File: src/rtl/reg_file_mp_if.sv
// Bus bundle for reg_file_mp: read ports, two byte-enabled write ports and the busy-set port.
// Handshake: none. Every signal is sampled on every rising clk edge; writes and bset are always accepted.
interface reg_file_mp_if #(
  parameter int XLEN = 32,
  parameter int NREG = 32,
  parameter int NRD  = 2
);
  localparam int AW = $clog2(NREG);
  localparam int NB = XLEN / 8;

  logic [NRD*AW-1:0]   rs;
  logic [NRD*XLEN-1:0] rdata;
  logic [NRD-1:0]      rbusy;

  logic                wr0_en;
  logic [AW-1:0]       wr0_addr;
  logic [NB-1:0]       wr0_be;
  logic [XLEN-1:0]     wr0_data;

  logic                wr1_en;
  logic [AW-1:0]       wr1_addr;
  logic [NB-1:0]       wr1_be;
  logic [XLEN-1:0]     wr1_data;

  logic                bset_en;
  logic [AW-1:0]       bset_addr;

  modport master (
    output rs, wr0_en, wr0_addr, wr0_be, wr0_data,
    output wr1_en, wr1_addr, wr1_be, wr1_data, bset_en, bset_addr,
    input  rdata, rbusy
  );

  modport slave (
    input  rs, wr0_en, wr0_addr, wr0_be, wr0_data,
    input  wr1_en, wr1_addr, wr1_be, wr1_data, bset_en, bset_addr,
    output rdata, rbusy
  );
endinterface

File: src/rtl/reg_file_mp.sv
// Multi-port register file: NRD combinational reads, two byte-enabled write ports,
// optional write-to-read bypass and a per-register busy scoreboard.
module reg_file_mp #(
  parameter int XLEN   = 32,
  parameter int NREG   = 32,
  parameter int NRD    = 2,
  parameter int BYPASS = 1
) (
  input  logic           clk,
  input  logic           rst_n,
  reg_file_mp_if.slave   bus
);
  localparam int AW = $clog2(NREG);
  localparam int NB = XLEN / 8;

  logic [XLEN-1:0] mem     [NREG];
  logic [XLEN-1:0] mem_nxt [NREG];
  logic [NREG-1:0] busy;
  logic [NREG-1:0] busy_nxt;
  logic [NREG-1:0] wr_hit;

  // Post-edge image of every register; wr1 is applied last so it wins per byte.
  always_comb begin
    for (int r = 0; r < NREG; r++) begin
      mem_nxt[r] = mem[r];
      wr_hit[r]  = 1'b0;
      if (r != 0) begin
        if (bus.wr0_en && bus.wr0_addr == AW'(r)) begin
          wr_hit[r] = 1'b1;
          for (int b = 0; b < NB; b++)
            if (bus.wr0_be[b]) mem_nxt[r][b*8 +: 8] = bus.wr0_data[b*8 +: 8];
        end
        if (bus.wr1_en && bus.wr1_addr == AW'(r)) begin
          wr_hit[r] = 1'b1;
          for (int b = 0; b < NB; b++)
            if (bus.wr1_be[b]) mem_nxt[r][b*8 +: 8] = bus.wr1_data[b*8 +: 8];
        end
      end
    end
    // A new producer is younger than the completing write, so set beats clear.
    busy_nxt = busy & ~wr_hit;
    if (bus.bset_en && bus.bset_addr != '0) busy_nxt[bus.bset_addr] = 1'b1;
  end

  always_ff @(posedge clk or negedge rst_n) begin
    if (!rst_n) begin
      for (int r = 0; r < NREG; r++) mem[r] <= '0;
      busy <= '0;
    end else begin
      mem  <= mem_nxt;
      busy <= busy_nxt;
    end
  end

  // Bypassed busy ignores this cycle's bset so an instruction never stalls on itself.
  always_comb begin
    bus.rdata = '0;
    bus.rbusy = '0;
    for (int i = 0; i < NRD; i++) begin
      if (rst_n && bus.rs[i*AW +: AW] != '0) begin
        if (BYPASS != 0) begin
          bus.rdata[i*XLEN +: XLEN] = mem_nxt[bus.rs[i*AW +: AW]];
          bus.rbusy[i] = busy[bus.rs[i*AW +: AW]] & ~wr_hit[bus.rs[i*AW +: AW]];
        end else begin
          bus.rdata[i*XLEN +: XLEN] = mem[bus.rs[i*AW +: AW]];
          bus.rbusy[i] = busy[bus.rs[i*AW +: AW]];
        end
      end
    end
  end
endmodule
File: src/flat_wrapper.sv
// flat-port wrapper written by rule: the top's interface ports become plain ports
module reg_file_mp_flat 
#(
  parameter int XLEN   = 32,
  parameter int NREG   = 32,
  parameter int NRD    = 2,
  parameter int BYPASS = 1
)
  (clk, rst_n, bus_rs, bus_wr0_en, bus_wr0_addr, bus_wr0_be, bus_wr0_data, bus_wr1_en, bus_wr1_addr, bus_wr1_be, bus_wr1_data, bus_bset_en, bus_bset_addr, bus_rdata, bus_rbusy);
  reg_file_mp_if #(.XLEN(XLEN), .NREG(NREG), .NRD(NRD)) bus_i ();
  input  logic clk;
  input  logic rst_n;
  input wire logic [$bits(bus_i.rs)-1:0] bus_rs;
  input wire logic [$bits(bus_i.wr0_en)-1:0] bus_wr0_en;
  input wire logic [$bits(bus_i.wr0_addr)-1:0] bus_wr0_addr;
  input wire logic [$bits(bus_i.wr0_be)-1:0] bus_wr0_be;
  input wire logic [$bits(bus_i.wr0_data)-1:0] bus_wr0_data;
  input wire logic [$bits(bus_i.wr1_en)-1:0] bus_wr1_en;
  input wire logic [$bits(bus_i.wr1_addr)-1:0] bus_wr1_addr;
  input wire logic [$bits(bus_i.wr1_be)-1:0] bus_wr1_be;
  input wire logic [$bits(bus_i.wr1_data)-1:0] bus_wr1_data;
  input wire logic [$bits(bus_i.bset_en)-1:0] bus_bset_en;
  input wire logic [$bits(bus_i.bset_addr)-1:0] bus_bset_addr;
  output wire logic [$bits(bus_i.rdata)-1:0] bus_rdata;
  output wire logic [$bits(bus_i.rbusy)-1:0] bus_rbusy;
  assign bus_i.rs = bus_rs;
  assign bus_i.wr0_en = bus_wr0_en;
  assign bus_i.wr0_addr = bus_wr0_addr;
  assign bus_i.wr0_be = bus_wr0_be;
  assign bus_i.wr0_data = bus_wr0_data;
  assign bus_i.wr1_en = bus_wr1_en;
  assign bus_i.wr1_addr = bus_wr1_addr;
  assign bus_i.wr1_be = bus_wr1_be;
  assign bus_i.wr1_data = bus_wr1_data;
  assign bus_i.bset_en = bus_bset_en;
  assign bus_i.bset_addr = bus_bset_addr;
  assign bus_rdata = bus_i.rdata;
  assign bus_rbusy = bus_i.rbusy;
  reg_file_mp #(.XLEN(XLEN), .NREG(NREG), .NRD(NRD), .BYPASS(BYPASS)) u_core (.clk(clk), .rst_n(rst_n), .bus(bus_i));
endmodule
File: config.mk
export PLATFORM = sky130hd
export DESIGN_NAME = reg_file_mp_flat
export DESIGN_NICKNAME = d
export VERILOG_FILES = /design/src/rtl/reg_file_mp_if.sv /design/src/rtl/reg_file_mp.sv /design/src/flat_wrapper.sv
export SDC_FILE = /design/constraint.sdc
export NUM_CORES = 2
export LEC_CHECK = 0
export ABC_AREA = 1
export BUFFER_PORTS_ARGS = -buffer_cell sky130_fd_sc_hd__buf_2
export CORE_ASPECT_RATIO = 1.75
export CORE_MARGIN = 3
export CORE_UTILIZATION = 55
export DETAILED_ROUTE_END_ITERATION = 10
export PLACE_DENSITY = 0.74
export SKIP_LAST_GASP = 1
export SYNTH_ARGS = -nofsm -noshare
export SYNTH_HDL_FRONTEND = slang
export SYNTH_SLANG_ARGS = --single-unit
File: constraint.sdc
create_clock -name clk -period 2.2 [get_ports clk]
set_input_delay 0.22 -clock clk [delete_from_list [all_inputs] [get_ports clk]]
set_output_delay 0.22 -clock clk [all_outputs]
set_load 0.01 [all_outputs]
==> flow_summary.ini, run 1 <==
[clock_tree]
h-tree-depth = 3
cts_buffers = 108
cts_sinks = 1024
clockBufferDepth = 3
root_buffer = clkbuf_16

[synth]
synth_edf_count = 0
syn_area_per_cell_um2 = 5.96
syn-cell-area_um2 = 77700
synthCells = 13000
synthArstFlopShare_pct = 100
ys_ff_latch = 1024
synthTopCellsByArea = dfrtp_1 (33%), nand2_1 (23%), nand3_1 (18%)
yosysTopAreaCell = dfrtp_1
yosysUniqueCellTypes = 32
synth_flop_cell = dfrtp_1
synth_top_area_share_pct = 33.0
syn-num-nets = 13200
ys_seq_area_share_pct = 33.0
yosys_warnings = 0

[outcome]
run_status = stopped before the end
tool.error = [ERROR GRT-0116] Global routing finished with congestion. Check the congestion regions in the DRC Viewer.
stop_stage = 5_1_grt

[place]
hpwlAfterDp_mm = 361
io_buffer_count = 167
place_inst = 16700
gp_congestion = 1.22
place_ws_ns = -1.57
placed_area_um2 = 101000

[grt]
grtUsageTotal_pct = 78.5
grt_pass1_wl_mm = 870
grt_overflow = 401
grt_pass1_vias = 123000
grt_start_max_net_pins = 141

[floorplan]
rows = 181
pin_count = 168
initial_core_util_pct = 55.6
dieWidth_um = 290
die_y_um = 503
==> metrics by stage <==
stage	hold slack, ns	util (%)
2_1_floorplan	-0.0756	-
3_3_place_gp	0.304	72.2
3_5_place_dp	0.294	72.2
4_1_cts	0.000643	80.5
==> layer usage <==
metal  track usage [%]  overflow
met1              78.6         2
met2              94.6       224
met3              63.0        17
met4              79.6       158
met5              30.2         0
==> repair_timing <==
item	CTS
hold endpoints to repair	409
cloned	25
setup buffers	246
pin swaps	388
resized for setup	1236
endpoints found under the setup margin	66
hold buffers	58
==> synthesized netlist by cell type (all sizes together) (27+ instances only) <==
library cell  instances
clkinv               27
clkbuf              493
and2                396
buf                 296
dfrtp              1024
a21oi               278
nand3              2754
nand2              4799
nor2               1420
inv                 798
o21ai               435
o211ai              253
==> logic make-up after synthesis <==
logic type | Yosys count | share of synthesized area, %
AO/OA/AOI/OAI | 1022 | 7.59
buffers and inverters | 1614 | 8.03
flip-flops | 1024 | 33.0
AND/OR/NAND/NOR | 9389 | 51.4
==> inputs of run 2 (changes only) <==
--- a/config.mk
+++ b/config.mk
@@ -7,11 +7,10 @@
 export LEC_CHECK = 0
 export ABC_AREA = 1
 export BUFFER_PORTS_ARGS = -buffer_cell sky130_fd_sc_hd__buf_2
-export CORE_ASPECT_RATIO = 1.75
 export CORE_MARGIN = 3
-export CORE_UTILIZATION = 55
+export CORE_UTILIZATION = 40
 export DETAILED_ROUTE_END_ITERATION = 10
-export PLACE_DENSITY = 0.74
+export PLACE_DENSITY_LB_ADDON = 0.15
 export SKIP_LAST_GASP = 1
 export SYNTH_ARGS = -nofsm -noshare
 export SYNTH_HDL_FRONTEND = slang
==> run 2 against run 1 <==
Net effect:
- the flow now finishes, with violations (negative setup slack)
- synthesized cell count is the same
- area after synthesis is the same
==> flow_summary.ini, run 2 <==
[synth]
yosysUniqueCellTypes = 32
synth_flop_cell = dfrtp_1
syn-num-nets = 13200
ys_seq_area_share_pct = 33.0
ys_ff_latch = 1024
synthTopCellsByArea = dfrtp_1 (33%), nand2_1 (23%), nand3_1 (18%)
syn-cell-area_um2 = 77700
yosys_warnings = 0
synthArstFlopShare_pct = 100
synthCells = 13000
synth_top_area_share_pct = 33.0
synth_most_common_cell = nand2_1
synth_edf_count = 0
syn_area_per_cell_um2 = 5.96
yosysTopAreaCell = dfrtp_1
synthTopCellsByCount = nand2_1 (4,784), nand3_1 (2,750), nor2_1 (1,368), dfrtp_1 (1,024), inv_1 (775)

[grt]
grtUsageTotal_pct = 51.8
grt_start_max_net_pins = 136
grt_pass1_wl_mm = 741
antenna_found_initial = 43
grt_overflow = 0
grt_pass1_vias = 102000

[critical_path]
crit_arrival_ns = 2.86
r2r_slack_ns = 0.56
reg2reg_depth = 8
critPathLaunchType = primary input
cp-end-kind = primary output
cp_max_fo = 9
worstReg2RegStart = u_core.mem[983]
r2r-end = u_core.mem[983]
critPathKind = in -> out
cp.required_ns = 1.98

[timing]
hold_ws_ns = 0.0241
period_needed_ns = 3.08
hold_viol_final = 0
max_freq_mhz = 324
tns_ns = -50.55
maxSlewViolCount = 0
fin_ws_ns = -0.882
finalCritPeriodShare_pct = 140
setup_viol = 66
rsz0062_at_grt = yes
slew_headroom_pct = 22.3
clock_skew_ns = 0
worstMarginPinSlew_ns = 1.17

[clock_tree]
h-tree-depth = 4
cts_tree = built
clockBufferDepth = 3
root_buffer = clkbuf_16
clk_pin_slew_ns = 0.06
cts_sinks = 1024
clk_latency_ns = 0.82
cts_buffers = 138

[cells_and_area]
top_register = u_core.mem
final_common_cell = nand2_1
fin_util_pct = 60.4
drive_gt1_share_pct = 26.1
reg.largest.list = u_core.mem x992, u_core.busy x32
mostFrequentLayoutCells = nand2_1 (4,574), nand3_1 (2,502), buf_4 (2,259)
largest_reg_flops = 992
finalNetCount = 15600
area_growth_pct = 49.7

[worst_hold_path]
hp-start = bus_wr1_data[26]
hp-class = in -> reg
hold_end = u_core.mem[730]
hold_depth = 6

[routing]
routedWlPerCell_um = 29.8
drc = 0
first_pass_iters = 7
drtIter0Drc = 17400
via_per_inst = 6.08
antenna_left = 0
vias = 111000
wl_mm = 543

[floorplan]
pin_count = 168
rows = 161
die-area_um2 = 200000
die_y_um = 447
core_um2 = 193000
dieWidth_um = 447
initial_core_util_pct = 40.3

[outcome]
violations = negative setup slack
run_status = finished, violations left

[power_and_ir_drop]
p_leak_uw = 0.0587
fin_total_pwr_uw = 83000
ir_drop_v = 0.000632
powerDensity_nw_per_um2 = 713

[place]
io_buffer_count = 167
hpwlAfterDp_mm = 403
place_ws_ns = -1.78
gp_congestion = 1.10

[job]
maxCapViolCount = 0
[run 2: timing repair]
| item | 4_1_cts | 5_1_grt |
|---|---|---|
| setup endpoints to repair | 66 | 66 |
| cloned | 3 | 11 |
| resized for setup | 370 | 804 |
| buffers inserted | 47 | 92 |
| hold endpoints to repair | 494 | 1 |
| pin swaps | 58 | 274 |
| hold buffers | 99 | 1 |
[run 2: logic make-up (layout without fill, tap and decap cells)]
family | count (synthesis) | after routing | share of synthesized area, %
buf+inv | 1614 | 4185 | 8.03
other cells | 0 | 37 | 0
flops | 1024 | 1024 | 33.0
compound gates | 1022 | 1022 | 7.59
simple gates | 9389 | 9389 | 51.4
[run 2: final cells by class]
type                            count  area, um2
Inverter                          825       3230
Clock inverter                     34        393
Timing Repair Buffer             3114      30000
Fill cell                       18200      76400
Tap cell                         2526       3160
Antenna cell                       37       92.6
Sequential cell                  1024      25600
Multi-Input combinational cell  10400      49500
Clock buffer                      212       4360
[run 2: layer usage]
| metal | share of wire (%) | vias to the layer above | global-route usage [%] |
|---|---|---|---|
| met5 | 0.065 | - | 0.904 |
| met4 | 11 | 27 | 46.3 |
| met3 | 14 | 2687 | 16.7 |
| met2 | 40 | 9080 | 73.2 |
| met1 | 35 | 51500 | 62.6 |
| li1 | - | 47200 | - |
[run 2: critical path, stage by stage]
cell,delay [ns]
buf_6,0.10
buf_6,0.11
nor2_4,0.15
inv_4,0.09
buf_12,0.16
buf_4,0.15
nor2_4,0.13
buf_12,0.19
nand2_4,0.07
buf_12,0.14
o211ai_1,0.10
buf_4,0.16
nand3_1,0.07
nand3_1,0.08
nand2_1,0.07
nand3_2,0.11
nand3_4,0.15
nor2_4,0.29
buf_6,0.19
buf_6,0.11
[run 2: through the flow]
step           cell area (um2)  cells
2_1_floorplan            77700  13000
3_3_place_gp            104000  17700
3_5_place_dp            104000  17700
4_1_cts                 112000  18000
5_1_grt                 116000  18200
6_report                116000  18200
[run 2: how the worst max path moves through the flow]
stage,end,depth (start not counted),slack [ns],startpoint
after global routing,bus_rdata[3],16,-0.90,u_core.mem[835]
after floorplan,bus_rdata[11],15,0.06,bus_wr0_en
after detailed placement,bus_rdata[24],18,-1.78,bus_wr1_addr[3]
after CTS,bus_rdata[14],20,-0.90,bus_wr1_en
after global placement,bus_rdata[24],18,-1.77,bus_wr1_addr[3]
final,bus_rdata[46],20,-0.88,bus_wr1_addr[4]
[run 2: where the power goes]
group	internal [uW]	total, uW	switching, uW
logic	13500	32600	19100
clock network	14400	24500	10000
registers	23800	25900	2060
No activity file was read; power rests on OpenSTA's default activity.
